File: config.mk
export PLATFORM = sky130hd
export DESIGN_NAME = parity_frame_tx
export DESIGN_NICKNAME = d
export VERILOG_FILES = /design/src/rtl/parity_frame_tx.sv
export SDC_FILE = /design/constraint.sdc
export NUM_CORES = 1
export LEC_CHECK = 0
export ABC_AREA = 1
export BUFFER_PORTS_ARGS = -buffer_cell sky130_fd_sc_hd__buf_2
export CAP_MARGIN = 20
export CORE_MARGIN = 2
export CORE_UTILIZATION = 49
export DETAILED_ROUTE_END_ITERATION = 8
export PLACE_DENSITY = 0.73
export SLEW_MARGIN = 20
export SYNTH_ARGS = -nofsm -noshare
export SYNTH_HDL_FRONTEND = slang
export SYNTH_SLANG_ARGS = --single-unit
export TNS_END_PERCENT = 5
File: constraint.sdc
create_clock -name clk -period 1.53 [get_ports clk]
set_input_delay 0.3825 -clock clk [delete_from_list [all_inputs] [get_ports clk]]
set_output_delay 0.3825 -clock clk [all_outputs]
set_load 0.005 [all_outputs]
File: src/rtl/parity_frame_tx.sv
// parity_frame_tx: serial frame transmitter.
// Frame: start(0), data LSB first, parity, stop(1).
module parity_frame_tx #(
  parameter int DATA_W       = 4,
  parameter int CLKS_PER_BIT = 4
) (
  input  logic              clk,
  input  logic              rst,
  input  logic [DATA_W-1:0] in_data,
  input  logic              in_valid,
  input  logic              odd_sel,
  output logic              in_ready,
  output logic              tx_serial,
  output logic              busy,
  output logic              frame_done
);

  localparam int BW =
    (CLKS_PER_BIT > 1) ? $clog2(CLKS_PER_BIT) : 1;
  localparam int IW =
    (DATA_W > 1) ? $clog2(DATA_W) : 1;
  localparam logic [BW-1:0] BAUD_MAX =
    BW'(CLKS_PER_BIT - 1);
  localparam logic [IW-1:0] IDX_MAX =
    IW'(DATA_W - 1);
  localparam logic ONE_CLK =
    (CLKS_PER_BIT == 1);

  typedef enum logic [2:0] {
    IDLE,
    START,
    DATA,
    PARITY,
    STOP
  } state_t;

  state_t            state;
  logic [BW-1:0]     baud_cnt;
  logic [BW-1:0]     baud_inc;
  logic [IW-1:0]     bit_idx;
  logic [DATA_W-1:0] shift_q;
  logic              par_q;
  logic              baud_end;
  logic              last_bit;
  logic              take;

  assign in_ready = (state == IDLE) & ~rst;
  assign busy     = (state != IDLE);
  assign take     = in_valid & in_ready;
  assign baud_inc = baud_cnt + 1'b1;
  assign baud_end = (baud_cnt == BAUD_MAX);
  assign last_bit = (bit_idx == IDX_MAX);

  // Frame FSM: baud pacing, bit shifting, registered line and done pulse.
  always_ff @(posedge clk) begin
    if (rst) begin
      state      <= IDLE;
      tx_serial  <= 1'b1;
      frame_done <= 1'b0;
      baud_cnt   <= '0;
      bit_idx    <= '0;
    end else begin
      frame_done <= 1'b0;
      unique case (state)
        IDLE: begin
          tx_serial <= 1'b1;
          if (take) begin
            state     <= START;
            tx_serial <= 1'b0;
            baud_cnt  <= '0;
            bit_idx   <= '0;
            shift_q   <= in_data;
            par_q     <= (^in_data) ^ odd_sel;
          end
        end
        START: begin
          if (baud_end) begin
            baud_cnt  <= '0;
            bit_idx   <= '0;
            state     <= DATA;
            tx_serial <= shift_q[0];
            shift_q   <= shift_q >> 1;
          end else begin
            baud_cnt <= baud_inc;
          end
        end
        DATA: begin
          if (baud_end) begin
            baud_cnt <= '0;
            if (last_bit) begin
              bit_idx   <= '0;
              state     <= PARITY;
              tx_serial <= par_q;
            end else begin
              bit_idx   <= bit_idx + 1'b1;
              tx_serial <= shift_q[0];
              shift_q   <= shift_q >> 1;
            end
          end else begin
            baud_cnt <= baud_inc;
          end
        end
        PARITY: begin
          if (baud_end) begin
            baud_cnt   <= '0;
            state      <= STOP;
            tx_serial  <= 1'b1;
            // a one-cycle stop bit is also its last cycle
            frame_done <= ONE_CLK;
          end else begin
            baud_cnt <= baud_inc;
          end
        end
        STOP: begin
          if (baud_end) begin
            baud_cnt  <= '0;
            state     <= IDLE;
            tx_serial <= 1'b1;
          end else begin
            baud_cnt   <= baud_inc;
            frame_done <= (baud_inc == BAUD_MAX);
          end
        end
        default: begin
          state     <= IDLE;
          tx_serial <= 1'b1;
          baud_cnt  <= '0;
          bit_idx   <= '0;
        end
      endcase
    end
  end

endmodule

==> reports/qor.txt, run 1 <==
Status - completed
GRT Total Usage - 0.196
Number of global-route vias before repair - 694
First DRT Iteration DRCs - 22
Post-DR vias/cell - 5.38
Switching power - 0.00104 W
Crit path max fanout - 5
Non-Filler Instances - 139
Sequential element share of the synthesized area - 0.401
Worst Setup End Kind - output pin
Antenna violations before repair - 0
Number of synthesized flops with an enable pin - 5
Reg-to-reg startpoint - state[1]
Crit path buffers/inverters - 1
Final Cycle Share - 0.977
CP max stage cell - dfxtp_2
Routed WL per cell - 12.1 µm
CTS clock-pin slew for the worst setup and hold paths - 0.09 ns
Antenna diodes - 0
F_max - 669 MHz
Sw Share - 0.468
Root buffer cell - clkbuf_4
Clk buf depth - 2
Pwr Density - 2280 nW/µm²
Worst path top cell family by delay - simple AND/OR/NAND/NOR gates
Setup violators final - 0
Area grow syn2layout - 18.4%
Port bufs - 11
Fill count - 137
Worst Slack Setup Final - 0.0356 ns
Starting density of the core - 0.535
Worst-path cell chain - nor2_4 > nand2_4 > nor2_1 > buf_2
Worst VDD drop - 1380 µV
Pre-CTS WS - 0.0827 ns
Pin count of the biggest net entering global routing - 11
Post-layout min period - 1.49 ns
Post-synth top area share - 0.219
Synth cell count leaders - nand2_1 (21), nor2_1 (12), dfxtp_1 (9), inv_1 (9), a21oi_1 (7)
Worst Path Arrival - 1.11 ns
H-tree lvl count - 1
Critical Path RT - 1.15 ns
Layout cells sized above 1 - 0.309
Setup_tns - 0 ns
Slew @ Worst Pin - 0.272 ns
Routed via count - 748
Syn Std Cell Area - 825 µm²
Hold buffer count at CTS - 0
Full die area - 2030 µm²
RSZ-0062 raised after global routing - no
Syn_nets - 113
Top-Level Pins - 12
Register bit total from synthesis - 14
Number of distinct library cells after synthesis - 25
Int Pwr - 0.00119 W
Max-Cap Viols - 0
Inst Count DP - 135
Initial DRT Pass Iterations - 4
Number of gates resized after CTS - 0
Die span in x - 45.0 µm
Die height - 45.0 µm
Worst Setup Start Kind - flop
Largest cells by area after synthesis - dfxtp_1 (22%), edfxtp_1 (18%), nand2_1 (9.6%)
Antenna Violating Nets Remaining - 0
Cell Rows - 14
Part of the power in combinational logic - 0.622
Max Slew Vio Count - 0
Rel. slew slack - 0.818
Detailed placement HPWL - 1260 µm
Syn. warnings - 0
Hold Fails Final Rpt - 0
Clk pwr share - 0.102
CTS buffer count - 3
Postcts setup bufs - 0
Final Skew - 0.00432 ns
Lkg Pwr - 0.446 nW
First-pass GRT wire length - 2860 µm
Clock sink count - 14
Hold path start - in_data[2]
GP Congestion - 0.810
Residual DRC count - 0
Largest area contributor in the netlist - dfxtp_1
Worst path max stage delay - 0.35 ns
CTS tree - done
Crit. Startpoint - state[0]
WS Path Type - flop to output pin
Final Routed Wirelength - 1680 µm
Mapped Cells - 102
Total core area - 1540 µm²
Fin nets - 135
HP Class - input pin to flop
Worst skew pair latency - 0.28 ns
Most frequent cell after synthesis - nand2_1
Synthesized area per cell - 8.08 µm²
Sequential group share of total power - 0.276
Synth Flop Type - dfxtp_1
Asr flop ratio synth - 0
Global route overflow - 0
[area by class of cell]
type | count | area (µm²) | share of cell area
Sequential cell | 14 | 334 | 0.342
Tap cell | 16 | 20.0 | 0.0205
Clock buffer | 4 | 26.3 | 0.0269
Timing Repair Buffer | 18 | 108 | 0.110
Inverter | 13 | 48.8 | 0.0500
Multi-Input combinational cell | 74 | 439 | 0.450
[cell families (layout without fill, tap and decap cells)]
kind of cell | count (synthesis) | after routing | share of synthesized area
AND/OR/NAND/NOR | 54 | 54 | 0.349
flip-flops | 14 | 14 | 0.401
buffers and inverters | 14 | 35 | 0.0728
AO/OA/AOI/OAI | 13 | 13 | 0.0895
XOR/XNOR | 4 | 4 | 0.0425
adder cells (fa/ha/maj) | 3 | 3 | 0.0455
[state kept, by name (all words and copies together), names as in the netlist]
name and flops:
tx_serial 1, par_q 1, baud_cnt 2, frame_done 1
bit_idx 2, shift_q 4, state 3
[power groups by stage]
stage                     registers [W]  clock network [W]  logic (W)
after floorplan                0.000607                  0   0.000939
after global placement         0.000610                  0    0.00133
after detailed placement       0.000615                  0    0.00134
after CTS                      0.000608           0.000225    0.00135
after global routing           0.000626           0.000236    0.00153
final                          0.000615           0.000227    0.00138
[worst register-to-register path, stage by stage (launching register included)]
cell     delay [ns]
dfxtp_2        0.38
inv_2          0.07
nand3_1        0.15
nand2_4        0.09
nand2_8        0.06
o21ai_0        0.09
nor4_2         0.15
buf_4          0.17
[stage by stage]
stage	hold WS (ns)	total power, W	utilization	instance area [µm²]
2_1_floorplan	0.442	0.00155	-	825
3_3_place_gp	0.452	0.00194	0.610	941
3_5_place_dp	0.458	0.00195	0.610	941
4_1_cts	0.387	0.00218	0.627	967
5_1_grt	0.412	0.00240	0.633	976
6_report	0.385	0.00223	0.633	976
[cell usage in the layout (no fill, tap or decap), drive strengths merged]
cell type	netlist	final
nand2	26	26
buf	1	18
nor2	14	14
inv	13	13
dfxtp	9	9
a21oi	8	8
nand3	6	6
nand4	5	5
edfxtp	5	5
clkbuf	0	4
o21ai	3	3
ha	3	3
nor3	2	2
xor2	2	2
xnor2	2	2
nor4	1	1
o211ai	1	1
o21bai	1	1
[worst paths after layout]
path              cells past startpoint  slack (ns)    endpoint
setup / recovery                      4        0.04    in_ready
hold / removal                        3        0.39  shift_q[2]
setup reg to reg                      7        0.10  shift_q[0]
hold reg to reg                       2        0.48   tx_serial
[per-layer routing]
metal  share of wire  track usage  up-vias
li1                -            -      380
met1            0.47        0.276      333
met2            0.45        0.306       31
met3           0.070       0.0240        4
met4           0.012       0.0765        0
met5               0            0        -
(Power assumes the default switching activity.)
==> run 2, diff against run 1 <==
PLACE_DENSITY = default   (was 0.73)
PLACE_DENSITY_LB_ADDON = 0.1   (was default)
==> reports/qor.txt, run 2 (synthesis gave the netlist of run 1 again) <==
Status - completed
Hold buffer count at CTS - 0
Hold depth - 3
Clock sink count - 14
Flip-flop count of the largest register after layout - 4
Fin nets - 137
Final core utilization - 0.649
Top-Level Pins - 12
Most common library cell in the layout ignoring fill and taps - nand2_1
GRT Total Usage - 0.186
Area grow syn2layout - 21.4%
Total core area - 1540 µm²
Slew @ Worst Pin - 0.248 ns
Worst Path Arrival - 1.10 ns
Critical Path RT - 1.15 ns
Clk buf depth - 2
Routed WL per cell - 11.8 µm
Post-layout min period - 1.49 ns
Antenna violations before repair - 0
Post-DR vias/cell - 5.22
Final Cycle Share - 0.971
HP Class - input pin to flop
Residual DRC count - 0
Antenna diodes - 0
Hold Fails Final Rpt - 0
First-pass GRT wire length - 2700 µm
Clk pwr share - 0.118
Final Routed Wirelength - 1670 µm
Root buffer cell - clkbuf_4
GP Congestion - 0.868
Placed instance area - 941 µm²
Pwr Density - 2300 nW/µm²
Port bufs - 11
Cells on worst reg2reg path - 7
Crit path max fanout - 5
Leading registers by flop count - shift_q: 4 flops, state: 3 flops
Global route overflow - 0
Worst VDD drop - 1070 µV
Pin count of the biggest net entering global routing - 9
Design Area, Final - 1000 µm²
F_max - 673 MHz
CTS clock-pin slew for the worst setup and hold paths - 0.09 ns
Part of the power in combinational logic - 0.612
Sw Share - 0.451
Cell Rows - 14
Fill count - 134
Lkg Pwr - 0.460 nW
Max Slew Vio Count - 0
RSZ-0062 raised after global routing - yes
Rel. slew slack - 0.833
Starting density of the core - 0.535
Layout cells sized above 1 - 0.328
Worst skew pair latency - 0.29 ns
Number of global-route vias before repair - 681
Sequential group share of total power - 0.271
Antenna Violating Nets Remaining - 0
Max-Cap Viols - 0
Int Pwr - 0.00126 W
Setup violators final - 0
Final Skew - 0.00436 ns
CTS tree - done
Detailed placement HPWL - 1290 µm
Top reg by flops - shift_q
Switching power - 0.00104 W
First DRT Iteration DRCs - 18
CTS buffer count - 3
Most frequent cells in the layout - nand2_1 (21), nor2_1 (12), buf_2 (11)
WS Path Type - flop to output pin
Die span in x - 45.0 µm
Worst Setup Start Kind - flop
Die height - 45.0 µm
Initial DRT Pass Iterations - 4
Full die area - 2030 µm²
Routed via count - 736
H-tree lvl count - 1
Worst Setup End Kind - output pin
## run 2: cell count changes in the layout (fill, tap and decap cells not counted), sizes merged
| cell | before | now |
|---|---|---|
| buf | 18 | 20 |
## run 2: final cells by class
cell class / instances / area, µm² / share of cell area
clock buffers: 4 / 36.3 / 0.0363
inverters: 13 / 48.8 / 0.0487
multi-input cells: 74 / 439 / 0.439
repair buffers: 20 / 123 / 0.123
well taps: 16 / 20.0 / 0.0200
flip-flops and latches: 14 / 334 / 0.334
## run 2: repair_timing
action,in CTS,in global routing
setup buffers,0,2
gates resized for setup,0,4
endpoints found under the setup margin,0,5
endpoints found under the hold margin,0,0
## run 2: critical path, stage by stage (launching register included)
cell and delay [ns]:
dfxtp_2 0.36, nor2_4 0.17, nand2_4 0.08, nor2_1 0.09
buf_2 0.12
## run 2: final timing paths
path / start / slack, ns / end
min: in_data[2] / 0.38 / shift_q[2]
min reg2reg: tx_serial / 0.47 / tx_serial
max reg2reg: state[1] / 0.07 / shift_q[0]
max: state[0] / 0.04 / in_ready
## run 2: metrics by stage
| step | total power, W | hold slack (ns) | TNS [ns] | instances | worst slack, ns |
|---|---|---|---|---|---|
| after floorplan | 0.00155 | 0.442 | 0 | 102 | 0.00439 |
| after global placement | 0.00192 | 0.444 | 0 | 135 | 0.0823 |
| final | 0.00230 | 0.383 | 0 | 141 | 0.0438 |
| after detailed placement | 0.00194 | 0.453 | 0 | 135 | 0.0553 |
| after CTS | 0.00221 | 0.387 | 0 | 139 | 0.00496 |
| after global routing | 0.00248 | 0.415 | -0.0675 | 141 | -0.0209 |
## run 2: per-layer routing
layer  part of all wire  wire (µm)  GRT usage  up-vias
met2               0.48        793      0.317       16
li1                   -          -          -      384
met5                  0          0          0        -
met1               0.47        779      0.220      331
met4              0.020         34      0.112        0
met3              0.037         61     0.0240        5
## run 2: power groups by stage
stage	Sequential (W)	Clock, W	Combinational [W]
3_5_place_dp	0.000623	0	0.00132
6_report	0.000623	0.000271	0.00141
4_1_cts	0.000614	0.000276	0.00132
2_1_floorplan	0.000607	0	0.000939
3_3_place_gp	0.000617	0	0.00130
5_1_grt	0.000640	0.000288	0.00156
==> run 3, diff against run 2 <==
GPL_TIMING_DRIVEN = 0   (was default)
==> reports/qor.txt, run 3 (synthesis gave the netlist of run 1 again) <==
Max Slew Vio Count - 0
Top reg by flops - shift_q
Cell Rows - 14
Reg-to-reg setup timing slack - 0.04 ns
Top-Level Pins - 12
F_max - 669 MHz
Multi-input gate area - 452 µm²
Reg area - 343 µm²
Fill count - 136
Hold depth - 2
WL met1 - 775 µm
CTS tree - done
Antenna Violating Nets Remaining - 0
Slew @ Worst Pin - 0.460 ns
Full die area - 2030 µm²
Pwr Density - 2360 nW/µm²
WL met2 - 867 µm
Critical Path RT - 1.72 ns
Worst path max stage delay - 0.36 ns
Top Layer Used - met4
Port bufs - 10
GP Congestion - 0.827
Reg2reg end - tx_serial
HP Class - input pin to flop
Pre-CTS WS - -0.197 ns
Clock sink count - 14
Max-Cap Viols - 0
Layout cells sized above 1 - 0.350
Die span in x - 45.0 µm
Die height - 45.0 µm
WS Path Type - flop to flop
Leading registers by flop count - shift_q: 4 flops, state: 3 flops
Worst Path Arrival - 1.68 ns
Routed via count - 749
Routed WL per cell - 12.4 µm
Global route overflow - 0
Flip-flop count of the largest register after layout - 4
Hold Fails Final Rpt - 0
CTS buffer count - 3
Post-layout min period - 1.49 ns
Worst-path cell chain - nor2_4 > nand2_4 > nand2_4 > buf_4 > inv_2 > a21oi_1 > nand3_1 > nand2_1 > nand2_1
Worst Setup Start Kind - flop
Antenna violations before repair - 0
First DRT Iteration DRCs - 14
Fin nets - 135
Antenna diodes - 0
Cells on worst reg2reg path - 9
GRT Total Usage - 0.191
Rel. slew slack - 0.692
Post-DR vias/cell - 5.39
Residual DRC count - 0
Placed instance area - 895 µm²
Final core utilization - 0.657
RSZ-0062 raised after global routing - yes
Starting density of the core - 0.535
Worst VDD drop - 1160 µV
Root buffer cell - clkbuf_4
Lkg Pwr - 0.461 nW
Clk buf depth - 2
Most frequent cells in the layout - nand2_1 (21), nor2_1 (11), buf_2 (10)
Hold path start - rst
First-pass GRT wire length - 2840 µm
CTS clock-pin slew for the worst setup and hold paths - 0.09 ns
Setup violators final - 0
Detailed placement HPWL - 1230 µm
Area grow syn2layout - 22.9%
H-tree lvl count - 1
Crit path max fanout - 6
Pin count of the biggest net entering global routing - 11
Hold buffer count at CTS - 0
Worst Setup End Kind - flop
Met3 wire len - 51 µm
Reg-to-reg startpoint - state[0]
Final Skew - 0.00400 ns
Final Cycle Share - 0.977
CP max stage cell - dfxtp_4
Final Routed Wirelength - 1730 µm
Worst Hold End - baud_cnt[1]
Total core area - 1540 µm²
Status - completed
Most common library cell in the layout ignoring fill and taps - nand2_1
Setup_tns - 0 ns
Design Area, Final - 1010 µm²
Number of global-route vias before repair - 711
Worst Slack Setup Final - 0.0353 ns
Worst skew pair latency - 0.28 ns
Initial DRT Pass Iterations - 4
run 3: cell types whose count changed in the layout (fill, tap and decap cells not counted), sizes merged:
cell	before	now
buf	20	18
run 3: critical path: cells and delay by family (launching register included):
family	cells	cell delay (ns)
buffers and inverters	2	0.23
flip-flops	1	0.36
AO/OA/AOI/OAI	1	0.15
AND/OR/NAND/NOR	6	0.65
run 3: repair_timing:
| item | in CTS | in global routing |
|---|---|---|
| gates cloned | 0 | 0 |
| buffers inserted | 2 | 5 |
| setup endpoints to repair | 4 | 5 |
| resized for setup | 10 | 3 |
| pin swaps | 2 | 4 |
run 3: area by class of cell:
type,instances,area share
Clock buffer,4,0.0358
Timing Repair Buffer,17,0.101
Tap cell,16,0.0198
Buffer,1,0.0111
Sequential cell,14,0.338
Inverter,13,0.0481
Multi-Input combinational cell,74,0.446
run 3: layer usage:
layer  GRT usage  vias to the layer above
li1            -                      379
met1       0.239                      346
met2       0.326                       19
met3      0.0240                        5
met4      0.0882                        0
met5           0                        -
run 3: where the power goes:
| group | switching [W] | internal (W) | total, W |
|---|---|---|---|
| sequential | 0.0000859 | 0.000552 | 0.000638 |
| clock | 0.000125 | 0.000145 | 0.000270 |
| combinational | 0.000888 | 0.000600 | 0.00149 |
run 3: stage by stage:
step / power, W / hold WS, ns / std cells
after floorplan: 0.00155 / 0.442 / 102
after global placement: 0.00179 / 0.445 / 128
after detailed placement: 0.00181 / 0.449 / 128
after CTS: 0.00219 / 0.300 / 134
after global routing: 0.00258 / 0.305 / 139
final: 0.00240 / 0.304 / 139
run 3: how the worst max path moves through the flow:
| stage | start | endpoint | slack [ns] | cells after the start |
|---|---|---|---|---|
| 3_3_place_gp | state[1] | shift_q[3] | -0.17 | 6 |
| 3_5_place_dp | state[1] | shift_q[3] | -0.20 | 6 |
| 4_1_cts | state[2] | in_ready | -0.006 | 4 |
| 5_1_grt | state[0] | in_ready | -0.01 | 4 |
| 2_1_floorplan | state[1] | shift_q[0] | 0.004 | 6 |
| 6_report | state[0] | tx_serial | 0.04 | 9 |
